===== src/rtl/player_shot_if.sv =====
// Signal bundle between the player-shot controller and its surroundings.
// The master side drives frame/fire/player/enemy inputs. The slave side
// (the controller) drives hit, shot position and colour.
interface player_shot_if;
    logic       frame_i;
    logic       fire_i;
    logic [9:0] player_x_i;
    logic [9:0] enemy_left_i;
    logic [9:0] enemy_right_i;
    logic [9:0] enemy_top_i;
    logic [9:0] enemy_bot_i;
    logic       enemy_dead_i;

    logic       hit_o;
    logic       shot_active_o;
    logic [9:0] shot_x_o;
    logic [9:0] shot_y_o;
    logic [3:0] shot_red_o;
    logic [3:0] shot_green_o;
    logic [3:0] shot_blue_o;

    modport master (
        output frame_i, fire_i, player_x_i,
        output enemy_left_i, enemy_right_i, enemy_top_i, enemy_bot_i, enemy_dead_i,
        input  hit_o, shot_active_o, shot_x_o, shot_y_o,
        input  shot_red_o, shot_green_o, shot_blue_o
    );

    modport slave (
        input  frame_i, fire_i, player_x_i,
        input  enemy_left_i, enemy_right_i, enemy_top_i, enemy_bot_i, enemy_dead_i,
        output hit_o, shot_active_o, shot_x_o, shot_y_o,
        output shot_red_o, shot_green_o, shot_blue_o
    );
endinterface


===== src/rtl/player_shot.sv =====
// Player projectile controller: one shot in flight at a time, moving up once
// per frame pulse, tested against a single enemy bounding box. Every hit or
// miss is followed by a cooldown measured in frame pulses.
module player_shot #(
    parameter logic [9:0]  speed_p    = 10'd4,
    parameter logic [9:0]  shot_w_p   = 10'd2,
    parameter logic [9:0]  launch_y_p = 10'd440,
    parameter logic [7:0]  cooldown_p = 8'd8,
    parameter logic [11:0] color_p    = 12'hFF0
) (
    input  logic         clk_i,
    input  logic         reset_i,
    player_shot_if.slave bus
);

    typedef enum logic [1:0] {
        IDLE     = 2'd0,
        FLY      = 2'd1,
        COOLDOWN = 2'd2
    } state_t;

    state_t      state_reg;
    logic        hit_reg;
    logic        active_reg;
    logic [9:0]  shot_x_reg;
    logic [9:0]  shot_y_reg;
    logic [7:0]  cool_cnt_reg;

    logic [9:0]  y_min;
    logic [9:0]  y_max;
    logic [10:0] shot_right;
    logic        overlap;
    logic        hit_now;
    logic        at_top;
    logic [7:0]  cool_cnt_next;

    // Collision term: vertical bounds may arrive in either order, and the
    // right edge uses 11 bits so x + w - 1 cannot wrap.
    always_comb begin
        y_min      = (bus.enemy_top_i <= bus.enemy_bot_i) ? bus.enemy_top_i : bus.enemy_bot_i;
        y_max      = (bus.enemy_top_i <= bus.enemy_bot_i) ? bus.enemy_bot_i : bus.enemy_top_i;
        shot_right = {1'b0, shot_x_reg} + {1'b0, shot_w_p} - 11'd1;
        overlap    = (shot_right >= {1'b0, bus.enemy_left_i})
                   & (shot_x_reg <= bus.enemy_right_i)
                   & (shot_y_reg >= y_min)
                   & (shot_y_reg <= y_max);
        hit_now    = overlap & ~bus.enemy_dead_i;
        // A further step would take the shot above row 0: treat as a miss.
        at_top     = (shot_y_reg < speed_p);
        cool_cnt_next = cool_cnt_reg + 8'd1;
    end

    // Shot state machine; all outputs are registered here.
    always_ff @(posedge clk_i or posedge reset_i) begin
        if (reset_i) begin
            state_reg    <= IDLE;
            hit_reg      <= 1'b0;
            active_reg   <= 1'b0;
            shot_x_reg   <= 10'd0;
            shot_y_reg   <= launch_y_p;
            cool_cnt_reg <= 8'd0;
        end else begin
            // hit is a single-cycle pulse unless re-asserted below.
            hit_reg <= 1'b0;
            case (state_reg)
                IDLE: begin
                    if (bus.fire_i) begin
                        shot_x_reg <= bus.player_x_i;
                        shot_y_reg <= launch_y_p;
                        active_reg <= 1'b1;
                        state_reg  <= FLY;
                    end
                end
                FLY: begin
                    // Collision outranks movement, so a hit freezes shot_y.
                    if (hit_now) begin
                        hit_reg      <= 1'b1;
                        active_reg   <= 1'b0;
                        cool_cnt_reg <= 8'd0;
                        state_reg    <= COOLDOWN;
                    end else if (bus.frame_i && at_top) begin
                        active_reg   <= 1'b0;
                        cool_cnt_reg <= 8'd0;
                        state_reg    <= COOLDOWN;
                    end else if (bus.frame_i) begin
                        shot_y_reg <= shot_y_reg - speed_p;
                    end
                end
                COOLDOWN: begin
                    // fire is deliberately ignored here.
                    if (bus.frame_i) begin
                        cool_cnt_reg <= cool_cnt_next;
                        if (cool_cnt_next == cooldown_p) begin
                            shot_y_reg <= launch_y_p;
                            state_reg  <= IDLE;
                        end
                    end
                end
                default: begin
                    state_reg  <= IDLE;
                    active_reg <= 1'b0;
                end
            endcase
        end
    end

    assign bus.hit_o         = hit_reg;
    assign bus.shot_active_o = active_reg;
    assign bus.shot_x_o      = shot_x_reg;
    assign bus.shot_y_o      = shot_y_reg;
    assign bus.shot_red_o    = color_p[11:8];
    assign bus.shot_green_o  = color_p[7:4];
    assign bus.shot_blue_o   = color_p[3:0];

endmodule


===== src/flat_wrapper.sv =====
// flat-port wrapper written by rule: the top's interface ports become plain ports
module player_shot_flat 
#(
    parameter logic [9:0]  speed_p    = 10'd4,
    parameter logic [9:0]  shot_w_p   = 10'd2,
    parameter logic [9:0]  launch_y_p = 10'd440,
    parameter logic [7:0]  cooldown_p = 8'd8,
    parameter logic [11:0] color_p    = 12'hFF0
)
  (clk_i, reset_i, bus_frame_i, bus_fire_i, bus_player_x_i, bus_enemy_left_i, bus_enemy_right_i, bus_enemy_top_i, bus_enemy_bot_i, bus_enemy_dead_i, bus_hit_o, bus_shot_active_o, bus_shot_x_o, bus_shot_y_o, bus_shot_red_o, bus_shot_green_o, bus_shot_blue_o);
  player_shot_if bus_i ();
  input  logic clk_i;
  input  logic reset_i;
  input wire logic [$bits(bus_i.frame_i)-1:0] bus_frame_i;
  input wire logic [$bits(bus_i.fire_i)-1:0] bus_fire_i;
  input wire logic [$bits(bus_i.player_x_i)-1:0] bus_player_x_i;
  input wire logic [$bits(bus_i.enemy_left_i)-1:0] bus_enemy_left_i;
  input wire logic [$bits(bus_i.enemy_right_i)-1:0] bus_enemy_right_i;
  input wire logic [$bits(bus_i.enemy_top_i)-1:0] bus_enemy_top_i;
  input wire logic [$bits(bus_i.enemy_bot_i)-1:0] bus_enemy_bot_i;
  input wire logic [$bits(bus_i.enemy_dead_i)-1:0] bus_enemy_dead_i;
  output wire logic [$bits(bus_i.hit_o)-1:0] bus_hit_o;
  output wire logic [$bits(bus_i.shot_active_o)-1:0] bus_shot_active_o;
  output wire logic [$bits(bus_i.shot_x_o)-1:0] bus_shot_x_o;
  output wire logic [$bits(bus_i.shot_y_o)-1:0] bus_shot_y_o;
  output wire logic [$bits(bus_i.shot_red_o)-1:0] bus_shot_red_o;
  output wire logic [$bits(bus_i.shot_green_o)-1:0] bus_shot_green_o;
  output wire logic [$bits(bus_i.shot_blue_o)-1:0] bus_shot_blue_o;
  assign bus_i.frame_i = bus_frame_i;
  assign bus_i.fire_i = bus_fire_i;
  assign bus_i.player_x_i = bus_player_x_i;
  assign bus_i.enemy_left_i = bus_enemy_left_i;
  assign bus_i.enemy_right_i = bus_enemy_right_i;
  assign bus_i.enemy_top_i = bus_enemy_top_i;
  assign bus_i.enemy_bot_i = bus_enemy_bot_i;
  assign bus_i.enemy_dead_i = bus_enemy_dead_i;
  assign bus_hit_o = bus_i.hit_o;
  assign bus_shot_active_o = bus_i.shot_active_o;
  assign bus_shot_x_o = bus_i.shot_x_o;
  assign bus_shot_y_o = bus_i.shot_y_o;
  assign bus_shot_red_o = bus_i.shot_red_o;
  assign bus_shot_green_o = bus_i.shot_green_o;
  assign bus_shot_blue_o = bus_i.shot_blue_o;
  player_shot #(.speed_p(speed_p), .shot_w_p(shot_w_p), .launch_y_p(launch_y_p), .cooldown_p(cooldown_p), .color_p(color_p)) u_core (.clk_i(clk_i), .reset_i(reset_i), .bus(bus_i));
endmodule

===== config.mk =====
export PLATFORM = sky130hd
export DESIGN_NAME = player_shot_flat
export DESIGN_NICKNAME = d
export VERILOG_FILES = /design/src/rtl/player_shot_if.sv /design/src/rtl/player_shot.sv /design/src/flat_wrapper.sv
export SDC_FILE = /design/constraint.sdc
export NUM_CORES = 1
export LEC_CHECK = 0
export ABC_AREA = 1
export BUFFER_PORTS_ARGS = -buffer_cell sky130_fd_sc_hd__buf_2
export CELL_PAD_IN_SITES_DETAIL_PLACEMENT = 0
export CELL_PAD_IN_SITES_GLOBAL_PLACEMENT = 2
export CORE_AREA = 2 2 98 138
export CTS_BUF_LIST = sky130_fd_sc_hd__clkbuf_8
export CTS_CLUSTER_DIAMETER = 40
export DETAILED_ROUTE_END_ITERATION = 12
export DIE_AREA = 0 0 100 140
export PLACE_DENSITY = 0.9
export SETUP_SLACK_MARGIN = 0.1
export SYNTH_ARGS = -nofsm -noshare
export SYNTH_HDL_FRONTEND = slang
export SYNTH_SLANG_ARGS = --single-unit

===== constraint.sdc =====
create_clock -name clk_i -period 2.5 [get_ports clk_i]
set_input_delay 0.125 -clock clk_i [delete_from_list [all_inputs] [get_ports clk_i]]
set_output_delay 0.125 -clock clk_i [all_outputs]
set_load 0.01 [all_outputs]

==> flow_metrics.py <==
metrics = {
    "outcome": {
        "run_status": "finished, violations left",
        "violations": "negative setup slack",
    },
    "placed_design": {
        "place.detailed.hpwl_mm": 7.48,
        "portBuffers": 74,
        "place_worst_setup_slack_ns": -0.437,
        "replace_congestion": 0.842,
    },
    "sta": {
        "report.final.setup_viol": 19,
        "timing_worst_slew_pin_value_ns": 0.576,
        "max-slew-margin-rel_pct": 61.5,
        "max_freq_mhz": 377,
        "grt_setup_unrepaired": "yes",
        "min_period_ns": 2.65,
        "report.final.slew_viol_count": 0,
        "fin_setup_tns_ns": -2.03,
        "final_hold_viol_count": 0,
        "skew_ns": 0.00717,
        "timing.final.crit_share_pct": 106,
        "minimum_setup_slack_in_the_final_design_ns": -0.154,
    },
    "grt": {
        "grt_max_degree": 34,
        "global_route_wire_length_before_repair_mm": 14.6,
        "antenna_found_initial": 0,
        "grt_overflow_total": 0,
        "track_usage_pct": 12.9,
        "grt_pass1_vias": 3328,
    },
    "detailed_routing": {
        "drt-total-wl_mm": 8.95,
        "initial_drc_count": 44,
        "vias": 3353,
        "route.detailed.wl_per_inst_microns": 12.0,
        "detailedRoute.firstPassIterationCount": 4,
        "vias_per_cell": 4.48,
        "drt_drc_violations_left": 0,
        "drtAntennaViolNets": 0,
    },
    "setup_path": {
        "timing.setup.critical_path_class": "reg -> reg",
        "timing.critical_path.required_ns": 2.68,
        "critical_path.max_fanout": 5,
        "cp-start-kind": "register",
        "timing.critical_path.arrival_ns": 2.83,
        "critPathCaptureType": "register",
    },
    "floorplanning": {
        "core.rowCount": 49,
        "total_die_area_sq_mm": 0.0140,
        "die_width_microns": 100,
        "core_area_sq_mm": 0.0128,
        "initial_core_util_pct": 27.5,
        "io_pins": 89,
        "dieHeight_microns": 140,
    },
    "clock_network": {
        "numClockSinks": 30,
        "clock_tree_from_tritoncts": "done",
        "cts-root-buf": "sky130_fd_sc_hd__clkbuf_8",
        "cts-htree-levels": 2,
        "worst_setup_hold_path_clk_slew_ns": 0.07,
        "cts_inserted_buffers": 5,
        "clock_tree.buffer_depth": 2,
        "worstSkewPairLatency_ns": 0.29,
    },
    "hold_path": {
        "min_path_type": "in -> reg",
    },
    "power_and_ir_drop": {
        "power.switching_fraction_pct": 48.4,
        "power.share.clock_pct": 11.2,
        "intPower_mw": 2.26,
        "vdd.ir_drop.worst_uv": 269,
        "seq_power_share_pct": 21.0,
        "leakage_nw": 2.49,
        "design_power_total_mw": 4.38,
        "power_per_cell_area_mw_per_mm2": 929,
        "p_sw_mw": 2.12,
        "share_comb_of_total_power_pct": 67.8,
    },
    "final_layout": {
        "design.final.nets": 702,
        "post_route_cells_drive_above_1_share_pct": 40.5,
        "largest_register_ffs": 10,
        "layout-area-overhead-vs-synth_pct": 34.7,
        "num_antenna_cells": 0,
    },
    "synth": {
        "seq_area_frac_synth_pct": 21.6,
        "synth_warn": 0,
        "synthesis.instances": 478,
        "synth_cell_type_count": 43,
        "synth_seq_cells": 30,
        "synthesis.area_sq_mm": 0.00350,
        "synthesis.area_per_instance_sq_um": 7.33,
    },
    "run": {
        "maxCapViolations": 0,
    },
}
==> layout by cell type, fill, tap and decap left out, types with 14 or more instances in the layout <==
cell,instances
sky130_fd_sc_hd__nand2_1,76
sky130_fd_sc_hd__buf_2,74
sky130_fd_sc_hd__inv_1,63
sky130_fd_sc_hd__buf_4,43
sky130_fd_sc_hd__ha_1,41
sky130_fd_sc_hd__nor2_1,35
sky130_fd_sc_hd__a21oi_1,29
sky130_fd_sc_hd__dfrtp_1,25
sky130_fd_sc_hd__nand2_2,24
sky130_fd_sc_hd__nand4_1,17
sky130_fd_sc_hd__xor2_1,15
sky130_fd_sc_hd__inv_2,15
sky130_fd_sc_hd__conb_1,14
==> stage by stage <==
| stage | instances | hold WS (ns) | cell area [sq um] | utilization, % |
|---|---|---|---|---|
| after floorplan | 490 | 0.212 | 3770 | - |
| after global placement | 730 | 0.225 | 4410 | 34.6 |
| after detailed placement | 730 | 0.233 | 4410 | 34.6 |
| after CTS | 746 | 0.0660 | 4650 | 36.5 |
| after global routing | 748 | 0.0681 | 4720 | 37.0 |
| final | 748 | 0.0757 | 4720 | 37.0 |
==> repair_timing <==
item / 4_1_cts / 5_1_grt
hold buffers: 1 / 0
cloned: 2 / 0
resized for setup: 17 / 10
setup buffers: 5 / 2
pin swaps: 18 / 16
endpoints found under the setup margin: 20 / 20
hold endpoints to repair: 25 / 0
==> final timing paths <==
kind	startpoint	end	slack, ns	depth (start not counted)
min in group asynchronous	reset_i	u_core.bus.shot_x_o[2]	0.45	4
worst max register to register	u_core.bus.shot_x_o[1]	u_core.cool_cnt_reg[2]	-0.15	20
worst min-delay path	bus_player_x_i[6]	u_core.bus.shot_x_o[6]	0.08	2
worst min register to register	u_core.cool_cnt_reg[6]	u_core.cool_cnt_reg[6]	0.49	2
max in group asynchronous	reset_i	u_core.bus.shot_y_o[7]	1.71	4
worst max-delay path	u_core.bus.shot_x_o[1]	u_core.cool_cnt_reg[2]	-0.15	20
==> critical path, cell delays in order (launching register included) <==
cell and delay [ns]:
sky130_fd_sc_hd__dfrtp_1 0.41, sky130_fd_sc_hd__ha_2 0.20, sky130_fd_sc_hd__nand2_1 0.07, sky130_fd_sc_hd__inv_2 0.05, sky130_fd_sc_hd__nand2_4 0.07, sky130_fd_sc_hd__buf_4 0.11, sky130_fd_sc_hd__xor2_1 0.13, sky130_fd_sc_hd__inv_1 0.06
sky130_fd_sc_hd__ha_1 0.31, sky130_fd_sc_hd__a21oi_1 0.16, sky130_fd_sc_hd__o21a_1 0.16, sky130_fd_sc_hd__nor2_2 0.05, sky130_fd_sc_hd__nor2_2 0.08, sky130_fd_sc_hd__nand3_2 0.09, sky130_fd_sc_hd__nand2_2 0.09, sky130_fd_sc_hd__inv_4 0.05
sky130_fd_sc_hd__nand3_4 0.09, sky130_fd_sc_hd__nand2_4 0.08, sky130_fd_sc_hd__buf_4 0.16, sky130_fd_sc_hd__nand4_1 0.07, sky130_fd_sc_hd__nand2_1 0.07
==> cells by family (layout without fill, tap and decap cells) <==
group	after synthesis	in the layout	share of synthesized area, %
AO/OA/AOI/OAI	63	63	10.5
other	2	14	0.214
multiplexers	5	5	1.61
flip-flops	30	30	21.6
XOR/XNOR	16	16	4.00
buffers and inverters	104	207	13.6
adder cells (fa/ha/maj)	53	53	18.9
AND/OR/NAND/NOR	205	207	29.5
==> cell type report <==
cell class / count / area (sq um)
clock buffer: 5 / 68.8
clock inverter: 3 / 40.0
fill: 1339 / 8040
inverter: 80 / 305
multi-input combinational: 358 / 2640
sequential: 30 / 757
tap: 153 / 191
timing repair buffer: 119 / 714
==> power by group through the flow <==
stage | combinational, mW | sequential (mW) | clock (mW)
floorplan | 1.88 | 0.975 | 0
global placement | 2.63 | 0.917 | 0
detailed placement | 2.70 | 0.925 | 0
CTS | 2.92 | 0.922 | 0.508
global route | 3.35 | 0.952 | 0.532
finish | 2.97 | 0.920 | 0.492
==> routing by layer <==
layer | vias to the layer above | global-route usage (%) | share of wire, %
li1 | 1755 | - | -
met1 | 1507 | 14.3 | 40
met2 | 81 | 24.0 | 53
met3 | 10 | 2.30 | 5.2
met4 | 0 | 4.69 | 2.0
met5 | - | 0 | 0
==> cells in the mapped netlist <==
cell                       number  area share, %
sky130_fd_sc_hd__a21o_1         1           0.21
sky130_fd_sc_hd__a21oi_1       32            4.6
sky130_fd_sc_hd__a31oi_1        2           0.36
sky130_fd_sc_hd__buf_1          1           0.11
sky130_fd_sc_hd__buf_12         1           0.57
sky130_fd_sc_hd__buf_2          1           0.14
sky130_fd_sc_hd__buf_4         14            3.0
sky130_fd_sc_hd__buf_6          2           0.64
sky130_fd_sc_hd__clkbuf_1       5           0.54
sky130_fd_sc_hd__conb_1         2           0.21
sky130_fd_sc_hd__dfrtp_1       25             18
sky130_fd_sc_hd__dfstp_2        5            3.8
sky130_fd_sc_hd__ha_1          53             19
sky130_fd_sc_hd__inv_1         76            8.1
sky130_fd_sc_hd__inv_2          4           0.43
sky130_fd_sc_hd__mux2_2         5            1.6
sky130_fd_sc_hd__nand2_1       90            9.6
sky130_fd_sc_hd__nand2_2       11            2.0
sky130_fd_sc_hd__nand2_4        3           0.96
sky130_fd_sc_hd__nand3_1       16            2.3
sky130_fd_sc_hd__nand3_2        8            2.3
sky130_fd_sc_hd__nand3b_1       1           0.21
sky130_fd_sc_hd__nand4_1       17            3.0
sky130_fd_sc_hd__nand4_2        2           0.71
sky130_fd_sc_hd__nand4_4        1           0.61
sky130_fd_sc_hd__nor2_1        37            4.0
sky130_fd_sc_hd__nor2_2         4           0.71
sky130_fd_sc_hd__nor2_4         1           0.32
sky130_fd_sc_hd__nor3_1         6           0.86
sky130_fd_sc_hd__nor3_2         2           0.57
sky130_fd_sc_hd__nor3_4         1           0.46
sky130_fd_sc_hd__nor4_1         1           0.18
sky130_fd_sc_hd__o211ai_1       2           0.43
sky130_fd_sc_hd__o211ai_2       1           0.36
sky130_fd_sc_hd__o21a_1         3           0.64
sky130_fd_sc_hd__o21ai_0       13            1.9
sky130_fd_sc_hd__o21ai_1        1           0.14
sky130_fd_sc_hd__o21ai_2        7            1.8
sky130_fd_sc_hd__o21bai_1       1           0.21
sky130_fd_sc_hd__or2_1          1           0.18
sky130_fd_sc_hd__or2_2          3           0.54
sky130_fd_sc_hd__xnor2_1        1           0.25
sky130_fd_sc_hd__xor2_1        15            3.8
No activity file was read; power rests on OpenSTA's default activity.
